$ cat src/rtl/uart_pkg.sv
// Shared types for the UART path: parity mode, receiver FSM states and per-word error flags.
package uart_pkg;

  typedef enum logic [1:0] {
    PAR_NONE,
    PAR_EVEN,
    PAR_ODD
  } parity_t;

  typedef enum logic [2:0] {
    ST_IDLE,
    ST_START,
    ST_DATA,
    ST_PARITY,
    ST_STOP,
    ST_RECOVER
  } rx_state_t;

  typedef struct packed {
    logic brk;
    logic frame_err;
    logic parity_err;
  } rx_flags_t;

endpackage

$ cat src/rtl/uart_sync_fifo.sv
// First-word-fall-through FIFO with wrap-bit pointers; rdata is the head whenever !empty.
// A push while full is ignored unless a pop lands in the same cycle.
module uart_sync_fifo #(
  parameter int WIDTH = 8,
  parameter int DEPTH = 4
) (
  input  logic             clk,
  input  logic             arst_n,
  input  logic             push,
  input  logic [WIDTH-1:0] wdata,
  output logic             full,
  input  logic             pop,
  output logic [WIDTH-1:0] rdata,
  output logic             empty
);
  localparam int AW = $clog2(DEPTH);

  logic [AW:0]      wr_ptr;
  logic [AW:0]      rd_ptr;
  logic [WIDTH-1:0] mem [DEPTH];
  logic             do_push;
  logic             do_pop;

  assign empty   = (wr_ptr == rd_ptr);
  assign full    = (wr_ptr[AW] != rd_ptr[AW]) && (wr_ptr[AW-1:0] == rd_ptr[AW-1:0]);
  assign do_pop  = pop && !empty;
  assign do_push = push && (!full || do_pop);
  assign rdata   = mem[rd_ptr[AW-1:0]];

  always_ff @(posedge clk or negedge arst_n) begin
    if (!arst_n) begin
      wr_ptr <= '0;
      rd_ptr <= '0;
    end else begin
      if (do_push) wr_ptr <= wr_ptr + (AW+1)'(1);
      if (do_pop)  rd_ptr <= rd_ptr + (AW+1)'(1);
    end
  end

  // When full, the write slot is the head being popped this same edge.
  always_ff @(posedge clk) begin
    if (do_push) mem[wr_ptr[AW-1:0]] <= wdata;
  end

endmodule

$ cat src/rtl/uart_rx_fifo.sv
// Parameterised UART receiver: 2-flop sync, oversampled FSM, FWFT word FIFO carrying error flags.
// m_valid rises one clk after the final stop-sample tick; a frame finishing while the FIFO is full is dropped.
module uart_rx_fifo
  import uart_pkg::*;
#(
  parameter int      DATA_BITS  = 8,
  parameter parity_t PARITY     = PAR_NONE,
  parameter int      STOP_BITS  = 1,
  parameter int      OVERSAMPLE = 16,
  parameter int      FIFO_DEPTH = 4
) (
  input  logic                 clk,
  input  logic                 arst_n,
  input  logic                 tick,
  input  logic                 rx,
  output logic                 m_valid,
  input  logic                 m_ready,
  output logic [DATA_BITS-1:0] m_data,
  output logic                 m_parity_err,
  output logic                 m_frame_err,
  output logic                 m_break,
  output logic                 overrun,
  output logic                 rx_busy
);
  localparam int OS_W = $clog2(OVERSAMPLE);
  localparam int BC_W = $clog2(DATA_BITS + 1);
  localparam int FW   = DATA_BITS + 3;
  localparam logic [OS_W-1:0] OS_MID  = OS_W'(OVERSAMPLE / 2 - 1);
  localparam logic [OS_W-1:0] OS_LAST = OS_W'(OVERSAMPLE - 1);
  localparam logic [BC_W-1:0] BC_LAST = BC_W'(DATA_BITS - 1);
  localparam bit HAS_PAR = (PARITY != PAR_NONE);

  logic                 rx_meta, rx_s;
  rx_state_t            state_q, state_d;
  logic [OS_W-1:0]      os_q, os_d;
  logic [BC_W-1:0]      bit_q, bit_d;
  logic                 stop_q, stop_d;
  logic [DATA_BITS-1:0] shreg_q;
  logic                 par_bit_q, par_err_q, frm_err_q;
  logic                 start_en, shift_en, par_en, stop_en, push;
  logic                 frm_now, stop_last;
  rx_flags_t            wflags, rflags;
  logic [FW-1:0]        fifo_rdata;
  logic                 fifo_full, fifo_empty, fifo_pop;

  always_ff @(posedge clk or negedge arst_n) begin
    if (!arst_n) begin
      rx_meta <= 1'b1;
      rx_s    <= 1'b1;
    end else begin
      rx_meta <= rx;
      rx_s    <= rx_meta;
    end
  end

  assign frm_now   = frm_err_q || !rx_s;
  assign stop_last = (STOP_BITS == 1) || stop_q;

  always_comb begin
    state_d  = state_q;
    os_d     = os_q;
    bit_d    = bit_q;
    stop_d   = stop_q;
    start_en = 1'b0;
    shift_en = 1'b0;
    par_en   = 1'b0;
    stop_en  = 1'b0;
    push     = 1'b0;
    case (state_q)
      ST_IDLE: begin
        if (!rx_s) begin
          state_d  = ST_START;
          os_d     = '0;
          start_en = 1'b1;
        end
      end
      ST_START: begin
        if (tick) begin
          if (os_q == OS_MID) begin
            if (rx_s) begin
              state_d = ST_IDLE;
            end else begin
              state_d = ST_DATA;
              os_d    = '0;
              bit_d   = '0;
            end
          end else begin
            os_d = os_q + OS_W'(1);
          end
        end
      end
      ST_DATA: begin
        if (tick) begin
          if (os_q == OS_LAST) begin
            shift_en = 1'b1;
            os_d     = '0;
            bit_d    = bit_q + BC_W'(1);
            if (bit_q == BC_LAST) begin
              state_d = HAS_PAR ? ST_PARITY : ST_STOP;
              stop_d  = 1'b0;
            end
          end else begin
            os_d = os_q + OS_W'(1);
          end
        end
      end
      ST_PARITY: begin
        if (tick) begin
          if (os_q == OS_LAST) begin
            par_en  = 1'b1;
            os_d    = '0;
            stop_d  = 1'b0;
            state_d = ST_STOP;
          end else begin
            os_d = os_q + OS_W'(1);
          end
        end
      end
      ST_STOP: begin
        if (tick) begin
          if (os_q == OS_LAST) begin
            stop_en = 1'b1;
            os_d    = '0;
            if (stop_last) begin
              push    = 1'b1;
              state_d = frm_now ? ST_RECOVER : ST_IDLE;
            end else begin
              stop_d = 1'b1;
            end
          end else begin
            os_d = os_q + OS_W'(1);
          end
        end
      end
      // Hold off until the line returns high so a long break yields a single word.
      ST_RECOVER: begin
        if (rx_s) state_d = ST_IDLE;
      end
      default: state_d = ST_IDLE;
    endcase
  end

  always_ff @(posedge clk or negedge arst_n) begin
    if (!arst_n) begin
      state_q <= ST_IDLE;
      os_q    <= '0;
      bit_q   <= '0;
      stop_q  <= 1'b0;
    end else begin
      state_q <= state_d;
      os_q    <= os_d;
      bit_q   <= bit_d;
      stop_q  <= stop_d;
    end
  end

  always_ff @(posedge clk or negedge arst_n) begin
    if (!arst_n) begin
      shreg_q   <= '0;
      par_bit_q <= 1'b0;
      par_err_q <= 1'b0;
      frm_err_q <= 1'b0;
      overrun   <= 1'b0;
    end else begin
      if (start_en) begin
        par_bit_q <= 1'b0;
        par_err_q <= 1'b0;
        frm_err_q <= 1'b0;
      end
      if (shift_en) shreg_q <= {rx_s, shreg_q[DATA_BITS-1:1]};
      if (par_en) begin
        par_bit_q <= rx_s;
        par_err_q <= (PARITY == PAR_ODD) ? ~(^shreg_q ^ rx_s) : (^shreg_q ^ rx_s);
      end
      if (stop_en && !rx_s) frm_err_q <= 1'b1;
      overrun <= push && fifo_full && !fifo_pop;
    end
  end

  always_comb begin
    wflags            = '0;
    wflags.parity_err = par_err_q;
    wflags.frame_err  = frm_now;
    wflags.brk        = frm_now && (shreg_q == '0) && (!HAS_PAR || !par_bit_q);
  end

  uart_sync_fifo #(
    .WIDTH (FW),
    .DEPTH (FIFO_DEPTH)
  ) u_fifo (
    .clk    (clk),
    .arst_n (arst_n),
    .push   (push),
    .wdata  ({wflags, shreg_q}),
    .full   (fifo_full),
    .pop    (fifo_pop),
    .rdata  (fifo_rdata),
    .empty  (fifo_empty)
  );

  // Gate the head with m_valid so stale/unreset RAM never reaches the outputs.
  assign m_valid      = !fifo_empty;
  assign fifo_pop     = m_valid && m_ready;
  assign rflags       = rx_flags_t'(fifo_rdata[FW-1:DATA_BITS]);
  assign m_data       = m_valid ? fifo_rdata[DATA_BITS-1:0] : '0;
  assign m_parity_err = m_valid && rflags.parity_err;
  assign m_frame_err  = m_valid && rflags.frame_err;
  assign m_break      = m_valid && rflags.brk;
  assign rx_busy      = (state_q != ST_IDLE);

endmodule

$ cat config.mk
export PLATFORM = sky130hd
export DESIGN_NAME = uart_rx_fifo
export DESIGN_NICKNAME = d
export VERILOG_FILES = /design/src/rtl/uart_pkg.sv /design/src/rtl/uart_sync_fifo.sv /design/src/rtl/uart_rx_fifo.sv
export SDC_FILE = /design/constraint.sdc
export NUM_CORES = 1
export LEC_CHECK = 0
export CAP_MARGIN = 20
export CORE_MARGIN = 2
export CORE_UTILIZATION = 30
export DETAILED_ROUTE_END_ITERATION = 6
export PLACE_DENSITY = 0.52
export SYNTH_ARGS = -nofsm -noshare
export SYNTH_HDL_FRONTEND = slang
export SYNTH_HIERARCHICAL = 1
export SYNTH_SLANG_ARGS = --single-unit
$ cat constraint.sdc
create_clock -name clk -period 3.7 [get_ports clk]
set_input_delay 0.74 -clock clk [delete_from_list [all_inputs] [get_ports clk]]
set_output_delay 0.74 -clock clk [all_outputs]
set_load 0.03 [all_outputs]
## After elaboration in Yosys (flattened, before gate mapping)

Memory sizes are Yosys's and may differ from the RTL's.
Cells that the tools add are included.

| storage, ports and cells | value |
|---|---|
| memory bits (writable) | 44 |
| logic and storage cells | 109 |
| register bits | 30 |
| memories kept | 1 |

Memories:

| memory | words | bits a word | rd ports | clocked after Yosys merged registers in | write ports | RTL line | text |
|---|---|---|---|---|---|---|---|
| u_fifo.mem | 4 | 11 | 1 | 0 | 1 | uart_sync_fifo.sv:20 | `logic [WIDTH-1:0] mem [DEPTH];` |

| cells by class | value |
|---|---|
| mux-type cells | 39 |
| bitwise gates (word level) | 1 |
| reductions and logical operators | 29 |
| add/subtract/negate cells | 4 |
| equal/unequal tests | 24 |

Operator list:

| operator | count |
|---|---|
| $mux 4 | 10 |
| $mux 3 | 12 |
| $ne 2x2->1 const B | 12 |
| $pmux 3 s6 | 1 |
| $mux 1 | 12 |
| $pmux 4 s3 | 1 |
| $logic_and 1x1->1 | 11 |
| $reduce_and 11->1 | 1 |
| $add 4x1->4 const B | 2 |
| $eq 4x3->1 const B | 2 |
| $logic_not 8->1 | 1 |
| $mux 8 | 1 |
| $pmux 4 s2 | 1 |
| $reduce_xor 8->1 | 1 |
| $add 3x1->3 const B | 2 |
| $eq 3x2->1 const B | 2 |
| $eq 3x3->1 const B | 2 |
| $reduce_and 6->1 | 1 |
| $reduce_bool 2->1 | 3 |
| $reduce_bool 3->1 | 2 |
| $eq 4x4->1 const B | 1 |
| $logic_not 1->1 | 4 |
| $eq 3x1->1 const B | 1 |
| $eq 3x3->1 | 1 |
| 9 further kinds | 10 |

## Longest topological paths before layout

| depth | value |
|---|---|
| depth in word-level cells | 8 |
| depth in mapped cells | 8 |

## Hierarchy

Netlist, hierarchy kept.

By module, submodules not included:

| module | sequential area each (um^2) | area each (um^2) | cells an instance | times used |
|---|---|---|---|---|
| uart_sync_fifo | 1,471.4 | 2,030.7 | 104 | 1 |
| uart_rx_fifo | 603.1 | 1,475.2 | 168 | 1 |

## Least setup slack after synthesis

OpenSTA, ideal clock, no wires.

| timing path | value |
|---|---|
| path kind | input port to flip-flop |
| from | input port tick |
| to | memory u_fifo/mem[3][0] (netlist bit) (enable) |
| buffers on the path | 1 |
| path slack | 1,199 ps |
| setup time | 339 ps |
| arrival time | 2,162 ps |
| stages | 6 |
| cell sequence | buf_6 inv_1 nor4_1 and2_1 o41ai_1 inv_1 |

| between the ends | value |
|---|---|
| cells in the longest elaborated chain, start to end | 5 |

Ends and longest elaborated chain:

| element | RTL line | text |
|---|---|---|
| start: declaration | uart_rx_fifo.sv:14 | `input logic tick,` |
| $mux 1 (2 in a row) | -- |  |
| net push | uart_rx_fifo.sv:40 | `logic start_en, shift_en, par_en, stop_en, push;` |
| $logic_and 1x1->1 | uart_sync_fifo.sv:27 | `assign do_push = push && (!full \|\| do_pop);` |
| $mux 1 | uart_sync_fifo.sv:42 | `if (do_push) mem[wr_ptr[AW-1:0]] <= wdata;` |
| $mux 1 (implied by the code) | uart_sync_fifo.sv:42 |  |
| end: declaration | uart_sync_fifo.sv:20 |  |

The timed path passes the listed nets, and every way through them passes these cells.

## Worst setup path after layout

| timing path | value |
|---|---|
| from | register u_fifo.rd_ptr[1] |
| to | output port m_data[3] |

| between the ends | value |
|---|---|
| cells in the longest elaborated chain, start to end | 2 |

Ends and longest elaborated chain:

| element | RTL line | text |
|---|---|---|
| start: declaration | uart_sync_fifo.sv:19 | `logic [AW:0] rd_ptr;` |
| start signal: assignment | uart_sync_fifo.sv:36 | `if (do_pop) rd_ptr <= rd_ptr + (AW+1)'(1);` |
| $eq 3x3->1 | uart_sync_fifo.sv:24 | `assign empty = (wr_ptr == rd_ptr);` |
| net fifo_empty | uart_rx_fifo.sv:44 | `logic fifo_full, fifo_empty, fifo_pop;` |
| $mux 8 | uart_rx_fifo.sv:205 | `assign m_data = m_valid ? fifo_rdata[DATA_BITS-1:0] : '0;` |
| end: declaration | uart_rx_fifo.sv:18 | `output logic [DATA_BITS-1:0] m_data,` |

The timed path passes the listed nets, and every way through them passes these cells.

==> Implementation_results.wiki <==
{| class="wikitable"
! Metric !! Value
|-
| Outcome || completed
|-
| Die X-Extent || 112 um
|-
| Total wirelength of the detailed-routed design || 6.16 mm
|-
| Layout net count || 309
|-
| Sequential-to-total area share from yosys stat || 59.2%
|-
| Worst reg2reg startpoint || u_fifo/rd_ptr[1]
|-
| Clock tree from TritonCTS || built
|-
| Worst Setup Slack post-DPL || 0.706 ns
|-
| Cell taking the most area after synthesis || sky130_fd_sc_hd__edfxtp_1
|-
| Number of buffer and inverter instances along the worst setup path || 2
|-
| Number of remaining DRC errors || 0
|-
| Hold Crit Depth || 0
|-
| Via count of the first global-routing pass || 2074
|-
| Yosys warning count || 6
|-
| Kind of critical path || flip-flop to output pin
|-
| Ys async rst share || 40.5%
|-
| Setup slack on the worst flop-to-flop path || 0.93 ns
|-
| Clock transition at path regs || 0.06 ns
|-
| Post-CTS Setup Bufs || 0
|-
| Number of ports placed on the die boundary || 19
|-
| Number of distinct library cell variants in the gate-level netlist after synthesis || 53
|-
| Number of antenna violations at the first check in global routing || 0
|-
| Placer congestion estimate || 0.771
|-
| Count of pins over their slew limit || 0
|-
| Worst hold start || rx_meta
|-
| Maximum Capacitance Violations || 0
|-
| Largest fanout on the critical path || 14
|-
| Maximum clock skew at final layout || 0.00587 ns
|-
| CTS Root Buffer Type || sky130_fd_sc_hd__clkbuf_16
|-
| Sink of the worst hold path || rx_s
|-
| Post-route ant nets || 0
|-
| Unrepaired setup endpoints after global routing || no
|-
| Relative slew slack || 61.5%
|-
| GRT Overall Usage || 10.6%
|-
| Mapped cell area || 3510 sq um
|-
| Sum of negative setup slack || 0 ns
|-
| Final antenna diode count || 0
|-
| Sort of element at the end of the critical path || output pin
|-
| Worst ir drop on vdd || 0.321 mV
|-
| Final number of hold-violating endpoints || 0
|-
| Class of the worst hold path || flip-flop to flip-flop
|-
| Post-Syn Instances || 272
|-
| Final core occ || 36.2%
|-
| Portion of the clock cycle consumed by the worst path in the final layout || 83.2%
|-
| Layout cells sized above 1 || 14.8%
|-
| Routed vias || 2117
|-
| Fillcell total || 1131
|-
| Row cnt || 39
|-
| First-pass GRT wire length || 10.5 mm
|-
| Post-Syn Nets || 288
|-
| Cell breakdown of the critical path || xor2_1 > nor3_1 > buf_4 > nor2b_1 > clkdlybuf4s50_1
|-
| DRC marker count from the first detailed-route iteration || 115
|-
| GR Overflow Total || 0
|-
| Count of hold buffers inserted by post-cts repair || 0
|-
| Startpoint types || flip-flop
|-
| Shortest period the worst path allows || 3.08 ns
|-
| Final HPWL DP || 4.20 mm
|-
| Clock buffer count from CTS || 9
|-
| Mapped Avg Cell Area || 12.9 sq um
|-
| Clk_lat worst skew || 0.33 ns
|-
| Area added between synthesis and finish || 18.1%
|-
| Largest net degree at the start of global routing || 31
|-
| Worst slew pin tran || 0.572 ns
|-
| Data required time of the critical path || 2.96 ns
|-
| Setup violation total in the final timing report || 0
|-
| Share of Yosys cell area claimed by the top area cell type || 37.7%
|-
| Cts repair resizes || 0
|-
| Area contributors post-synth || sky130_fd_sc_hd__edfxtp_1 38%, sky130_fd_sc_hd__dfrtp_1 20%, sky130_fd_sc_hd__mux4_2 7.1%, sky130_fd_sc_hd__ha_1 3.9%, sky130_fd_sc_hd__o21ai_0 3.1%
|-
| CP max stage cell || sky130_fd_sc_hd__dfrtp_1
|-
| Vertical die dimension || 112 um
|-
| CTS HTree Levels || 3
|-
| F_max || 0.325 GHz
|-
| Power per cell area || 723 nW/um^2
|-
| Count of input and output buffers || 18
|-
| Die Outline Area || 12600 sq um
|-
| Reg2reg path depth || 7
|-
| Effective utilization at floorplan || 30.7%
|-
| Dominant synthesized flop cell || sky130_fd_sc_hd__edfxtp_1
|-
| Final worst hold slack || 0.358 ns
|-
| Signal arrival time at the worst endpoint || 2.34 ns
|-
| Placeable core area || 11400 sq um
|-
| Endpoint of the worst register-to-register path || u_fifo/mem[0][3]
|-
| Standby leakage power || 1.46 nW
|-
| Cell class contributing the biggest share of worst-path delay || buffers and inverters
|-
| Vias per cell || 4.80
|-
| Worst Setup Slack, final || 0.620 ns
|-
| Length of the first detailed-routing pass in iterations || 4
|-
| Highest cell delay on the worst timing path || 0.70 ns
|-
| Number of synthesized register bits || 74
|-
| Sinks on Clock Net || 74
|-
| CTS max path bufs || 2
|-
| Number of enable flip-flop cells after synthesis || 44
|-
| Wire length per cell || 14.0 um
|}
[metrics by stage]
step / power (W) / std cells / cell area, sq um
2_1_floorplan: 0.00185 / 272 / 3510
3_3_place_gp: 0.00215 / 425 / 3830
3_5_place_dp: 0.00216 / 425 / 3830
4_1_cts: 0.00304 / 441 / 4140
5_1_grt: 0.00318 / 441 / 4140
6_report: 0.00299 / 441 / 4140
[cells in the mapped netlist (2+ instances only)]
cell                        count
sky130_fd_sc_hd__edfxtp_1      44
sky130_fd_sc_hd__dfrtp_1       28
sky130_fd_sc_hd__o21ai_0       22
sky130_fd_sc_hd__nand2_1       20
sky130_fd_sc_hd__inv_1         18
sky130_fd_sc_hd__nor2b_1       12
sky130_fd_sc_hd__ha_1          11
sky130_fd_sc_hd__mux4_2        11
sky130_fd_sc_hd__clkbuf_1       8
sky130_fd_sc_hd__nor2_1         8
sky130_fd_sc_hd__xnor2_1        7
sky130_fd_sc_hd__nor3_1         6
sky130_fd_sc_hd__a21oi_1        5
sky130_fd_sc_hd__and3_1         4
sky130_fd_sc_hd__mux2_2         4
sky130_fd_sc_hd__nand2b_1       4
sky130_fd_sc_hd__nand3_1        4
sky130_fd_sc_hd__o31ai_1        4
sky130_fd_sc_hd__xor2_1         4
sky130_fd_sc_hd__buf_2          3
sky130_fd_sc_hd__o2bb2ai_1      3
sky130_fd_sc_hd__a311o_1        2
sky130_fd_sc_hd__a311oi_1       2
sky130_fd_sc_hd__and2_1         2
sky130_fd_sc_hd__buf_6          2
sky130_fd_sc_hd__dfstp_2        2
sky130_fd_sc_hd__nand3b_1       2
sky130_fd_sc_hd__nand4_1        2
sky130_fd_sc_hd__o41ai_1        2
sky130_fd_sc_hd__or2_2          2
sky130_fd_sc_hd__or4_1          2
[state kept, by name (all words and copies together) (netlist names)]
| register | cells |
|---|---|
| rx_s | 1 |
| os_q | 4 |
| u_fifo/mem | 44 |
| shreg_q | 8 |
| bit_q | 4 |
| state_q | 3 |
| overrun | 1 |
| u_fifo/wr_ptr | 3 |
| par_err_q | 1 |
| frm_err_q | 1 |
| u_fifo/rd_ptr | 3 |
| rx_meta | 1 |
[cell type report]
type | instances | area (sq um) | share of cell area, %
timing repair buffer | 24 | 225 | 5.44
multi-input combinational | 166 | 1290 | 31.1
clock inverter | 7 | 78.8 | 1.90
tap | 143 | 179 | 4.32
clock buffer | 9 | 225 | 5.44
inverter | 18 | 67.6 | 1.63
sequential | 74 | 2070 | 50.1
[logic make-up after synthesis]
group | synth area share [%]
xor+xnor | 2.75
flops | 59.2
mux | 8.64
buf+inv | 4.07
fa+ha+maj | 3.93
compound gates | 9.57
simple gates | 11.9
[cell usage in the layout (no fill, tap or decap), types with 3 or more instances in the layout]
cell type / count
sky130_fd_sc_hd__nand2b_1: 4
sky130_fd_sc_hd__mux4_2: 11
sky130_fd_sc_hd__nor3_1: 6
sky130_fd_sc_hd__edfxtp_1: 44
sky130_fd_sc_hd__clkdlybuf4s50_1: 18
sky130_fd_sc_hd__o21ai_0: 22
sky130_fd_sc_hd__a21oi_1: 5
sky130_fd_sc_hd__ha_1: 11
sky130_fd_sc_hd__xor2_1: 4
sky130_fd_sc_hd__o2bb2ai_1: 3
sky130_fd_sc_hd__clkbuf_16: 9
sky130_fd_sc_hd__dfrtp_1: 28
sky130_fd_sc_hd__o31ai_1: 4
sky130_fd_sc_hd__xnor2_1: 7
sky130_fd_sc_hd__clkinv_4: 3
sky130_fd_sc_hd__nand2_1: 20
sky130_fd_sc_hd__inv_1: 18
sky130_fd_sc_hd__nor2b_1: 12
sky130_fd_sc_hd__and3_1: 4
sky130_fd_sc_hd__nand3_1: 4
sky130_fd_sc_hd__buf_4: 6
sky130_fd_sc_hd__mux2_2: 4
sky130_fd_sc_hd__nor2_1: 8
[how the worst max path moves through the flow]
stage                     startpoint  cells past startpoint                to
finish              u_fifo/rd_ptr[1]                      5         m_data[3]
global route        u_fifo/rd_ptr[1]                      5      m_parity_err
CTS                 u_fifo/rd_ptr[1]                      5         m_data[3]
detailed placement              tick                      7  u_fifo/mem[3][2]
global placement                tick                      7  u_fifo/mem[3][2]
floorplan                       tick                      6  u_fifo/mem[3][0]
[report_power, final]
group / leakage [nW] / internal, W / switching, W
logic: 0.575 / 0.000466 / 0.000562
registers: 0.742 / 0.000962 / 0.000133
clock network: 0.145 / 0.000527 / 0.000341
total: 1.46 / 0.00196 / 0.00104
[routing by layer]
metal / part of all wire (%) / global-route usage [%] / routed length (um)
met4: 0.52 / 3.90 / 32
met5: 0 / 0 / 0
met2: 46 / 15.7 / 2840
met1: 50 / 14.9 / 3070
met3: 3.6 / 3.13 / 221
Power figures use the tool's default switching activity.
